**config.mk**
```make
export PLATFORM = sky130hd
export DESIGN_NAME = fetch_hazard_ctrl
export DESIGN_NICKNAME = d
export VERILOG_FILES = /design/src/rtl/fetch_hazard_ctrl_pkg.sv /design/src/rtl/fetch_hazard_ctrl_hazard_detect.sv /design/src/rtl/fetch_hazard_ctrl.sv
export SDC_FILE = /design/constraint.sdc
export NUM_CORES = 1
export LEC_CHECK = 0
export BUFFER_PORTS_ARGS = -buffer_cell sky130_fd_sc_hd__clkbuf_2
export CAP_MARGIN = 20
export CORE_MARGIN = 2
export CORE_UTILIZATION = 36
export CTS_CLUSTER_SIZE = 28
export DETAILED_ROUTE_END_ITERATION = 8
export PLACE_DENSITY = 0.83
export SYNTH_ARGS = -nofsm -noshare
export SYNTH_HDL_FRONTEND = slang
export SYNTH_SLANG_ARGS = --single-unit
```
**constraint.sdc**
```tcl
create_clock -name clk -period 1.9 [get_ports clk]
set_clock_uncertainty 0.05 [all_clocks]
set_input_delay 0.475 -clock clk [delete_from_list [all_inputs] [get_ports clk]]
set_output_delay 0.475 -clock clk [all_outputs]
set_load 0.01 [all_outputs]
```
**src/rtl/fetch_hazard_ctrl_pkg.sv**
```systemverilog
// Shared definitions for the fetch-stage hazard sequencer: FSM state encoding and
// the register-zero index.
package fetch_hazard_ctrl_pkg;

    typedef enum logic [1:0] {
        ST_RUN     = 2'd0,
        ST_MDBUSY  = 2'd1,
        ST_HALT    = 2'd2,
        ST_ILLEGAL = 2'd3
    } ctrl_state_t;

    localparam int unsigned REG_ZERO = 0;

endpackage

```
**src/rtl/fetch_hazard_ctrl_hazard_detect.sv**
```systemverilog
// Combinational load-use hazard compare between the ID source registers and the
// destination of a load in EX. Writes to the zero register never create a hazard.
module hazard_detect
    import fetch_hazard_ctrl_pkg::*;
#(
    parameter int unsigned REG_AW = 5
) (
    input  logic [REG_AW-1:0] id_rs,
    input  logic [REG_AW-1:0] id_rt,
    input  logic              id_uses_rt,
    input  logic [REG_AW-1:0] dx_rd,
    input  logic              dx_mem_read,
    output logic              ldu
);

    always_comb begin
        ldu = dx_mem_read && (dx_rd != REG_AW'(REG_ZERO)) &&
              ((dx_rd == id_rs) || (id_uses_rt && (dx_rd == id_rt)));
    end

endmodule

```
**src/rtl/fetch_hazard_ctrl.sv**
```systemverilog
// Fetch-stage pipeline sequencer: branch/jump flushes, load-use stalls, mul/div
// occupancy and halt. Optional perf counters are built when PERF_CNT_EN is defined.
module fetch_hazard_ctrl
    import fetch_hazard_ctrl_pkg::*;
#(
    parameter int unsigned REG_AW     = 5,
    parameter int unsigned MULDIV_LAT = 4,
    parameter int unsigned CNT_W      = 32
) (
    input  logic              clk,
    input  logic              rst,
    input  logic [REG_AW-1:0] id_rs,
    input  logic [REG_AW-1:0] id_rt,
    input  logic              id_uses_rt,
    input  logic              id_jump,
    input  logic [REG_AW-1:0] dx_rd,
    input  logic              dx_mem_read,
    input  logic              dx_muldiv,
    input  logic              ex_branch_tkn,
    input  logic              halt_req,
    input  logic              resume,
    output logic              fetch_en,
    output logic              fd_hold,
    output logic              fd_flush,
    output logic              dx_bubble,
    output logic [1:0]        ctrl_state
`ifdef PERF_CNT_EN
    ,
    output logic [CNT_W-1:0]  stall_cnt,
    output logic [CNT_W-1:0]  flush_cnt
`endif
);

    localparam int unsigned MDW = $clog2(MULDIV_LAT);

    if (MULDIV_LAT < 2 || CNT_W < 1) begin : g_param_check
        $error("fetch_hazard_ctrl: MULDIV_LAT must be >= 2 and CNT_W >= 1");
    end

    ctrl_state_t    state;
    logic [MDW-1:0] mdcnt;
    logic           halt_pend;
    logic           ldu;
    logic           hold_raw;

    hazard_detect #(
        .REG_AW (REG_AW)
    ) u_hazard_detect (
        .id_rs       (id_rs),
        .id_rt       (id_rt),
        .id_uses_rt  (id_uses_rt),
        .dx_rd       (dx_rd),
        .dx_mem_read (dx_mem_read),
        .ldu         (ldu)
    );

    always_comb begin
        fetch_en  = 1'b0;
        hold_raw  = 1'b0;
        fd_flush  = 1'b0;
        dx_bubble = 1'b0;
        if (!rst) begin
            fd_flush  = 1'b1;
            dx_bubble = 1'b1;
        end else begin
            case (state)
                ST_RUN: begin
                    if (ex_branch_tkn) begin
                        fetch_en  = 1'b1;
                        fd_flush  = 1'b1;
                        dx_bubble = 1'b1;
                    end else if (dx_muldiv) begin
                        hold_raw  = 1'b1;
                    end else if (ldu) begin
                        hold_raw  = 1'b1;
                        dx_bubble = 1'b1;
                    end else if (id_jump) begin
                        fetch_en  = 1'b1;
                        fd_flush  = 1'b1;
                    end else if (halt_req) begin
                        hold_raw  = 1'b1;
                    end else begin
                        fetch_en  = 1'b1;
                    end
                end
                ST_MDBUSY: hold_raw = 1'b1;
                ST_HALT: begin
                    hold_raw  = 1'b1;
                    dx_bubble = 1'b1;
                end
                default: hold_raw = 1'b1;
            endcase
        end
        fd_hold = hold_raw & ~fd_flush;
    end

    assign ctrl_state = state;

    // A halt request seen on the final busy cycle still diverts to HALT.
    always_ff @(posedge clk or negedge rst) begin
        if (!rst) begin
            state     <= ST_RUN;
            mdcnt     <= '0;
            halt_pend <= 1'b0;
        end else begin
            case (state)
                ST_RUN: begin
                    if (!ex_branch_tkn) begin
                        if (dx_muldiv) begin
                            mdcnt <= MDW'(MULDIV_LAT - 1);
                            state <= ST_MDBUSY;
                        end else if (!ldu && !id_jump && halt_req) begin
                            state <= ST_HALT;
                        end
                    end
                end
                ST_MDBUSY: begin
                    mdcnt <= mdcnt - MDW'(1);
                    if (halt_req) halt_pend <= 1'b1;
                    if (mdcnt == MDW'(1)) begin
                        state <= (halt_pend || halt_req) ? ST_HALT : ST_RUN;
                    end
                end
                ST_HALT: begin
                    if (resume) begin
                        state     <= ST_RUN;
                        halt_pend <= 1'b0;
                    end
                end
                default: begin
                    state     <= ST_RUN;
                    mdcnt     <= '0;
                    halt_pend <= 1'b0;
                end
            endcase
        end
    end

`ifdef PERF_CNT_EN
    always_ff @(posedge clk or negedge rst) begin
        if (!rst) begin
            stall_cnt <= '0;
            flush_cnt <= '0;
        end else begin
            if (!fetch_en && (stall_cnt != '1)) stall_cnt <= stall_cnt + CNT_W'(1);
            if (fd_flush && (flush_cnt != '1)) flush_cnt <= flush_cnt + CNT_W'(1);
        end
    end
`endif

endmodule
```
* Word level (Yosys, flattened, before mapping) *
Cells that the tools add are included.

storage, ports and cells
  bits of input ports = 24
  bits in registers = 5
  word-level logic and storage cells = 71
  output and inout bits = 6

operators by class
  multiplexer cells = 38
  add/sub/neg operators = 1
  equal/unequal tests = 11
  reduce and logical (&&, ||, !) cells = 14
  bitwise logic cells = 4

operator list
  kind                   count
  $mux W1                26
  $mux W2                8
  $pmux W2 S3            2
  $eq A5 B5 Y1           2
  $ne A2 B2 Y1 const B   5
  $reduce_and A3 Y1      2
  $logic_and A1 B1 Y1    5
  $reduce_bool A5 Y1     1
  $eq A2 B1 Y1 const B   2
  $reduce_and A4 Y1      1
  $ne A3 B3 Y1 const B   1
  $not A1 Y1             3
  $pmux W1 S3            1
  $eq A2 B2 Y1 const B   1
  $logic_not A1 Y1       2
  $logic_not A2 Y1       1
  $logic_or A1 B1 Y1     2
  $pmux W1 S2            1
  $sub A2 B1 Y2 const B  1
  $and A1 B1 Y1          1

* Logic depth before layout (Yosys ltp) *
  depth after elaboration = 11
  mapped depth = 5
  gate-level depth less buffers = 5

* By module *
From an unflattened synthesis, not the netlist that was laid out.

second synthesis, totals
  cell total of the unflattened synthesis = 52
  area, all modules = 466.7 sq um

modules (own cells, without submodules)
  module             cells each  area each (sq um)  instances  seq. area each (sq um)
  fetch_hazard_ctrl  35          334.1              1          125.1
  hazard_detect      17          132.6              1          0.0

* Worst setup path after synthesis *
OpenSTA, ideal clock, no wires.

  kind = input-to-output
  from = in dx_rd[3]
  to = out dx_bubble
  buffers on the path = 0
  cell stages on the path = 5
  data required time = 1,375 ps
  slack = -163 ps
  data arrival time = 1,538 ps
  cells stage by stage = xor2_1 > nor4_1 > and3_1 > o221ai_2 > o311ai_1

on the way
  word-level cells in the longest chain between the ends = 9
  elaborated cells on any way between the ends = 12
  those cells by class = eq/ne (2); mux (5); reduce/logical (5)

ends and longest elaborated chain
  what                   line                                   RTL
  from (decl)            fetch_hazard_ctrl.sv:16                input logic [REG_AW-1:0] dx_rd,
  $eq A5 B5 Y1           fetch_hazard_ctrl_hazard_detect.sv:18  ((dx_rd == id_rs) || (id_uses_rt && (dx_rd == id_rt)));
  $logic_and A1 B1 Y1    fetch_hazard_ctrl_hazard_detect.sv:18
  $logic_or A1 B1 Y1     fetch_hazard_ctrl_hazard_detect.sv:18
  $logic_and A1 B1 Y1 *  fetch_hazard_ctrl_hazard_detect.sv:17  ldu = dx_mem_read && (dx_rd != REG_AW'(REG_ZERO)) &&
  $mux W1 *              fetch_hazard_ctrl.sv:74                end else if (ldu) begin
  $mux W1 *              fetch_hazard_ctrl.sv:72                end else if (dx_muldiv) begin
  $mux W1 *              fetch_hazard_ctrl.sv:68                if (ex_branch_tkn) begin
  $pmux W1 S2 *          fetch_hazard_ctrl.sv:66                case (state)
  $mux W1 *              fetch_hazard_ctrl.sv:62                if (!rst) begin
  to (decl)              fetch_hazard_ctrl.sv:25                output logic dx_bubble,

Mark *: on every way between the ends. The rest lies on a longest branch, timed or not.

* Worst setup path in the final report *
  from = in id_rt[3]
  to = out fd_flush

on the way
  word-level cells in the longest chain between the ends = 9

ends and longest elaborated chain
  what                 line                                   RTL
  from (decl)          fetch_hazard_ctrl.sv:13                input logic [REG_AW-1:0] id_rt,
  $eq A5 B5 Y1         fetch_hazard_ctrl_hazard_detect.sv:18
  $logic_and A1 B1 Y1  fetch_hazard_ctrl_hazard_detect.sv:18
  $logic_or A1 B1 Y1   fetch_hazard_ctrl_hazard_detect.sv:18
  $logic_and A1 B1 Y1  fetch_hazard_ctrl_hazard_detect.sv:17
  $mux W1              fetch_hazard_ctrl.sv:74
  $mux W1              fetch_hazard_ctrl.sv:72
  $mux W1              fetch_hazard_ctrl.sv:68
  $mux W1              fetch_hazard_ctrl.sv:66
  $mux W1              fetch_hazard_ctrl.sv:62
  to (decl)            fetch_hazard_ctrl.sv:24                output logic fd_flush,

No other way between the ends.

==> results_tabular.tex <==
\begin{tabular}{lr}
\hline
Metric & Value \\
\hline
\multicolumn{2}{l}{\textbf{Final layout}} \\
\quad Commonest cells after routing, fill and taps aside & sky130\_fd\_sc\_hd\_\_clkbuf\_2 (24), sky130\_fd\_sc\_hd\_\_buf\_4 (8), sky130\_fd\_sc\_hd\_\_xor2\_1 (6) \\
\quad Number of nets at the end of the flow & 121 \\
\quad Ratio of cells with drive above 1 in the final layout & 0.495 \\
\quad Antenna cells & 0 \\
\quad Relative area change from synthesis to final layout & 61.7\% \\
\quad Summed area of non-filler cells in the final layout & 771 um2 \\
\quad Leading cell type in the layout, fill and taps excluded & sky130\_fd\_sc\_hd\_\_clkbuf\_2 \\
\multicolumn{2}{l}{\textbf{Power}} \\
\quad Sequential Power Share & 0.256 \\
\quad Leakage component of the power & 0.400 nW \\
\quad Maximum vdd ir drop & 0.482 mV \\
\quad Cell internal power dissipation & 0.000452 W \\
\quad Reported net switching power & 0.000311 W \\
\quad Fraction of power spent switching nets & 0.407 \\
\quad Power density over cell area & 990 mW/mm2 \\
\quad Comb pwr share & 0.586 \\
\quad Power share of the clock group & 0.158 \\
\multicolumn{2}{l}{\textbf{Yosys}} \\
\quad Count of flip-flops with a built-in enable after synthesis & 0 \\
\quad Largest cells by area after synthesis & sky130\_fd\_sc\_hd\_\_dfrtp\_1 (26\%), sky130\_fd\_sc\_hd\_\_xor2\_1 (11\%), sky130\_fd\_sc\_hd\_\_xnor2\_1 (7.3\%), sky130\_fd\_sc\_hd\_\_inv\_1 (3.9\%), sky130\_fd\_sc\_hd\_\_nand2b\_1 (3.9\%) \\
\quad Yosys Warn Count & 0 \\
\quad Syn Inst Count & 56 \\
\quad Synthesized area & 477 um2 \\
\quad Mapped Nets & 81 \\
\quad Sequential fraction of the synthesis area & 0.262 \\
\quad Synth cell types & 28 \\
\quad Top FF cell, synth & sky130\_fd\_sc\_hd\_\_dfrtp\_1 \\
\quad Area share of the largest cell type after synthesis & 0.262 \\
\quad Yosys top cell by area & sky130\_fd\_sc\_hd\_\_dfrtp\_1 \\
\quad Average cell area after synthesis & 8.51 um2 \\
\quad Share of synthesized registers carrying an async set or reset & 1.00 \\
\quad Register bit count reported by yosys & 5 \\
\multicolumn{2}{l}{\textbf{Timing}} \\
\quad Hold Vio Cnt, Final & 0 \\
\quad Fmax & 422 MHz \\
\quad Slew HR & 0.795 \\
\quad Slew at the pin closest to its max-slew limit & 0.306 ns \\
\quad Final setup vio count & 4 \\
\quad Post-layout worst setup margin & -0.468 ns \\
\quad RSZ-0062 raised after global routing & true \\
\quad Final period utilization & 1.25 \\
\quad Max Slew Vio Count & 0 \\
\quad Clock period minus final worst setup slack & 2.37 ns \\
\multicolumn{2}{l}{\textbf{Routing}} \\
\quad Number of remaining DRC errors & 0 \\
\quad Detail-routed net length per standard cell & 12.2 um \\
\quad Count of routing violations after the opening detailed-route iteration & 3 \\
\quad Vias/cell & 5.09 \\
\quad DR vias & 560 \\
\quad Final wirelength & 1350 um \\
\quad Number of detailed-routing iterations run before antenna repair & 2 \\
\quad Final ANT Viol Nets & 0 \\
\multicolumn{2}{l}{\textbf{Global route}} \\
\quad Global route overflow & 0 \\
\quad Antenna violations before repair & 0 \\
\quad Global routing's busiest layer & met2 \\
\quad Global Route Usage Sum & 0.212 \\
\quad Met2 Use GR & 0.345 \\
\quad Wire length of the first global-routing pass & 2240 um \\
\quad Met1 Resource Use GR & 0.257 \\
\quad Met3 Resource Use GR & 0.0556 \\
\quad Number of global-route vias before repair & 528 \\
\quad Pin count of the biggest net entering global routing & 10 \\
\multicolumn{2}{l}{\textbf{Placement}} \\
\quad Last weighted congestion value of the routability-driven placer & 0.798 \\
\quad Count of port buffers added during placement & 29 \\
\quad Instance area after placement & 709 um2 \\
\quad Detailed placer's ending HPWL & 1140 um \\
\quad Place WS & -0.482 ns \\
\multicolumn{2}{l}{\textbf{Critical path}} \\
\quad Critical path startpoint & id\_rt[3] \\
\quad Required arrival time at the worst endpoint & 1.37 ns \\
\quad Reg-to-reg endpoint & ctrl\_state[0] \\
\quad Startpoint class of the critical path & input pin \\
\quad Crit path kind & in -> out \\
\quad Data arrival time of the critical path & 1.84 ns \\
\quad Maximum fanout count along the critical path & 4 \\
\quad Worst r2r src & ctrl\_state[0] \\
\quad Critical path endpoint category & output port \\
\quad Worst Reg-to-Reg Cells & 4 \\
\quad FF-to-FF setup slack & 0.73 ns \\
\multicolumn{2}{l}{\textbf{Floorplan}} \\
\quad Die Span Y & 40.4 um \\
\quad Starting utilization of the core area & 0.376 \\
\quad Horizontal die dimension & 40.4 um \\
\quad Placeable core region & 0.00127 mm2 \\
\quad Num rows & 13 \\
\quad Top-level I/O count & 30 \\
\quad Floorplan die area & 0.00163 mm2 \\
\multicolumn{2}{l}{\textbf{Clock network}} \\
\quad H-tree lvl count & 1 \\
\quad CTS tree & done \\
\quad Max clock buf depth & 2 \\
\quad CTS Root Cell & sky130\_fd\_sc\_hd\_\_clkbuf\_4 \\
\quad Clock edge transition at the registers on the reported setup and hold paths & 0.04 ns \\
\quad Num CTS Buffers & 3 \\
\quad Clock latency on the worst-skew pair & 0.24 ns \\
\quad Sinks on the clock net & 5 \\
\multicolumn{2}{l}{\textbf{Hold path}} \\
\quad Path type of the worst min-delay path & in -> async \\
\multicolumn{2}{l}{\textbf{Status}} \\
\quad Status & complete, but fails checks \\
\quad Violated checks & setup timing \\
\multicolumn{2}{l}{\textbf{Job}} \\
\quad Maximum Capacitance Violations & 0 \\
\hline
\end{tabular}
==> critical path, stage by stage <==
cell,delay [ns]
sky130_fd_sc_hd__buf_6,0.09
sky130_fd_sc_hd__xor2_1,0.16
sky130_fd_sc_hd__nor4_2,0.27
sky130_fd_sc_hd__and3_1,0.25
sky130_fd_sc_hd__o221ai_4,0.15
sky130_fd_sc_hd__buf_4,0.16
sky130_fd_sc_hd__a41o_1,0.16
sky130_fd_sc_hd__clkbuf_2,0.12
==> cells by family (layout without fill, tap and decap cells) <==
kind of cell	Yosys count	after routing	synth area share
AND/OR/NAND/NOR	16	16	0.199
AO/OA/AOI/OAI	15	15	0.241
XOR/XNOR	10	10	0.184
buffers and inverters	8	47	0.0630
flip-flops	5	5	0.262
adder cells (fa/ha/maj)	1	1	0.0262
multiplexers	1	1	0.0236
==> power by group through the flow <==
stage / clock [W] / sequential, W / combinational (W)
2_1_floorplan: 0 / 0.000198 / 0.000277
3_3_place_gp: 0 / 0.000191 / 0.000427
3_5_place_dp: 0 / 0.000196 / 0.000438
4_1_cts: 0.000128 / 0.000195 / 0.000440
5_1_grt: 0.000139 / 0.000201 / 0.000495
6_report: 0.000120 / 0.000196 / 0.000447
==> worst max-delay path by stage <==
| stage | to | depth (start not counted) |
|---|---|---|
| finish | fd_flush | 8 |
| global route | dx_bubble | 7 |
| CTS | dx_bubble | 7 |
| detailed placement | dx_bubble | 7 |
| global placement | dx_bubble | 7 |
| floorplan | fd_flush | 3 |
==> state kept, by name, summed over array words and instances, names as in the netlist <==
name and flops:
mdcnt 2, halt_pend 1, ctrl_state 2
==> metrics by stage <==
stage	utilization	setup TNS, ns	instances	power (W)	hold slack, ns
after detailed placement	0.559	-1.76	105	0.000633	0.397
after global routing	0.607	-2.04	110	0.000835	0.159
after floorplan	-	-0.376	56	0.000475	0.129
final	0.607	-1.66	110	0.000763	0.150
after CTS	0.587	-1.70	109	0.000763	0.139
after global placement	0.559	-1.37	105	0.000618	0.394
==> synthesized netlist by cell type, drive strengths merged, types with 2 or more instances <==
library cell	n
o21ai	2
clkbuf	2
nor2	4
dfrtp	5
nand2	2
xnor2	4
nand2b	3
xor2	6
nor4	2
o22ai	2
and3	2
inv	6
a21oi	2
==> routing by layer <==
metal	wire, um	vias up
met4	0	0
met3	48	0
li1	-	283
met1	557	265
met2	741	12
met5	0	-
==> layout make-up <==
class	instances	area, um2
clock buffers	4	26.3
fillers	108	498
inverters	6	22.5
multi-input cells	43	352
flip-flops and latches	5	125
well taps	15	18.8
repair buffers	37	226
==> timing repair <==
item                                    CTS  global route
endpoints found under the setup margin    4             4
pin swaps                                 5             6
setup buffers                             0             1
resized for setup                         1             7
endpoints found under the hold margin     0             0
hold buffers                              0             0
No activity file was read; power rests on OpenSTA's default activity.
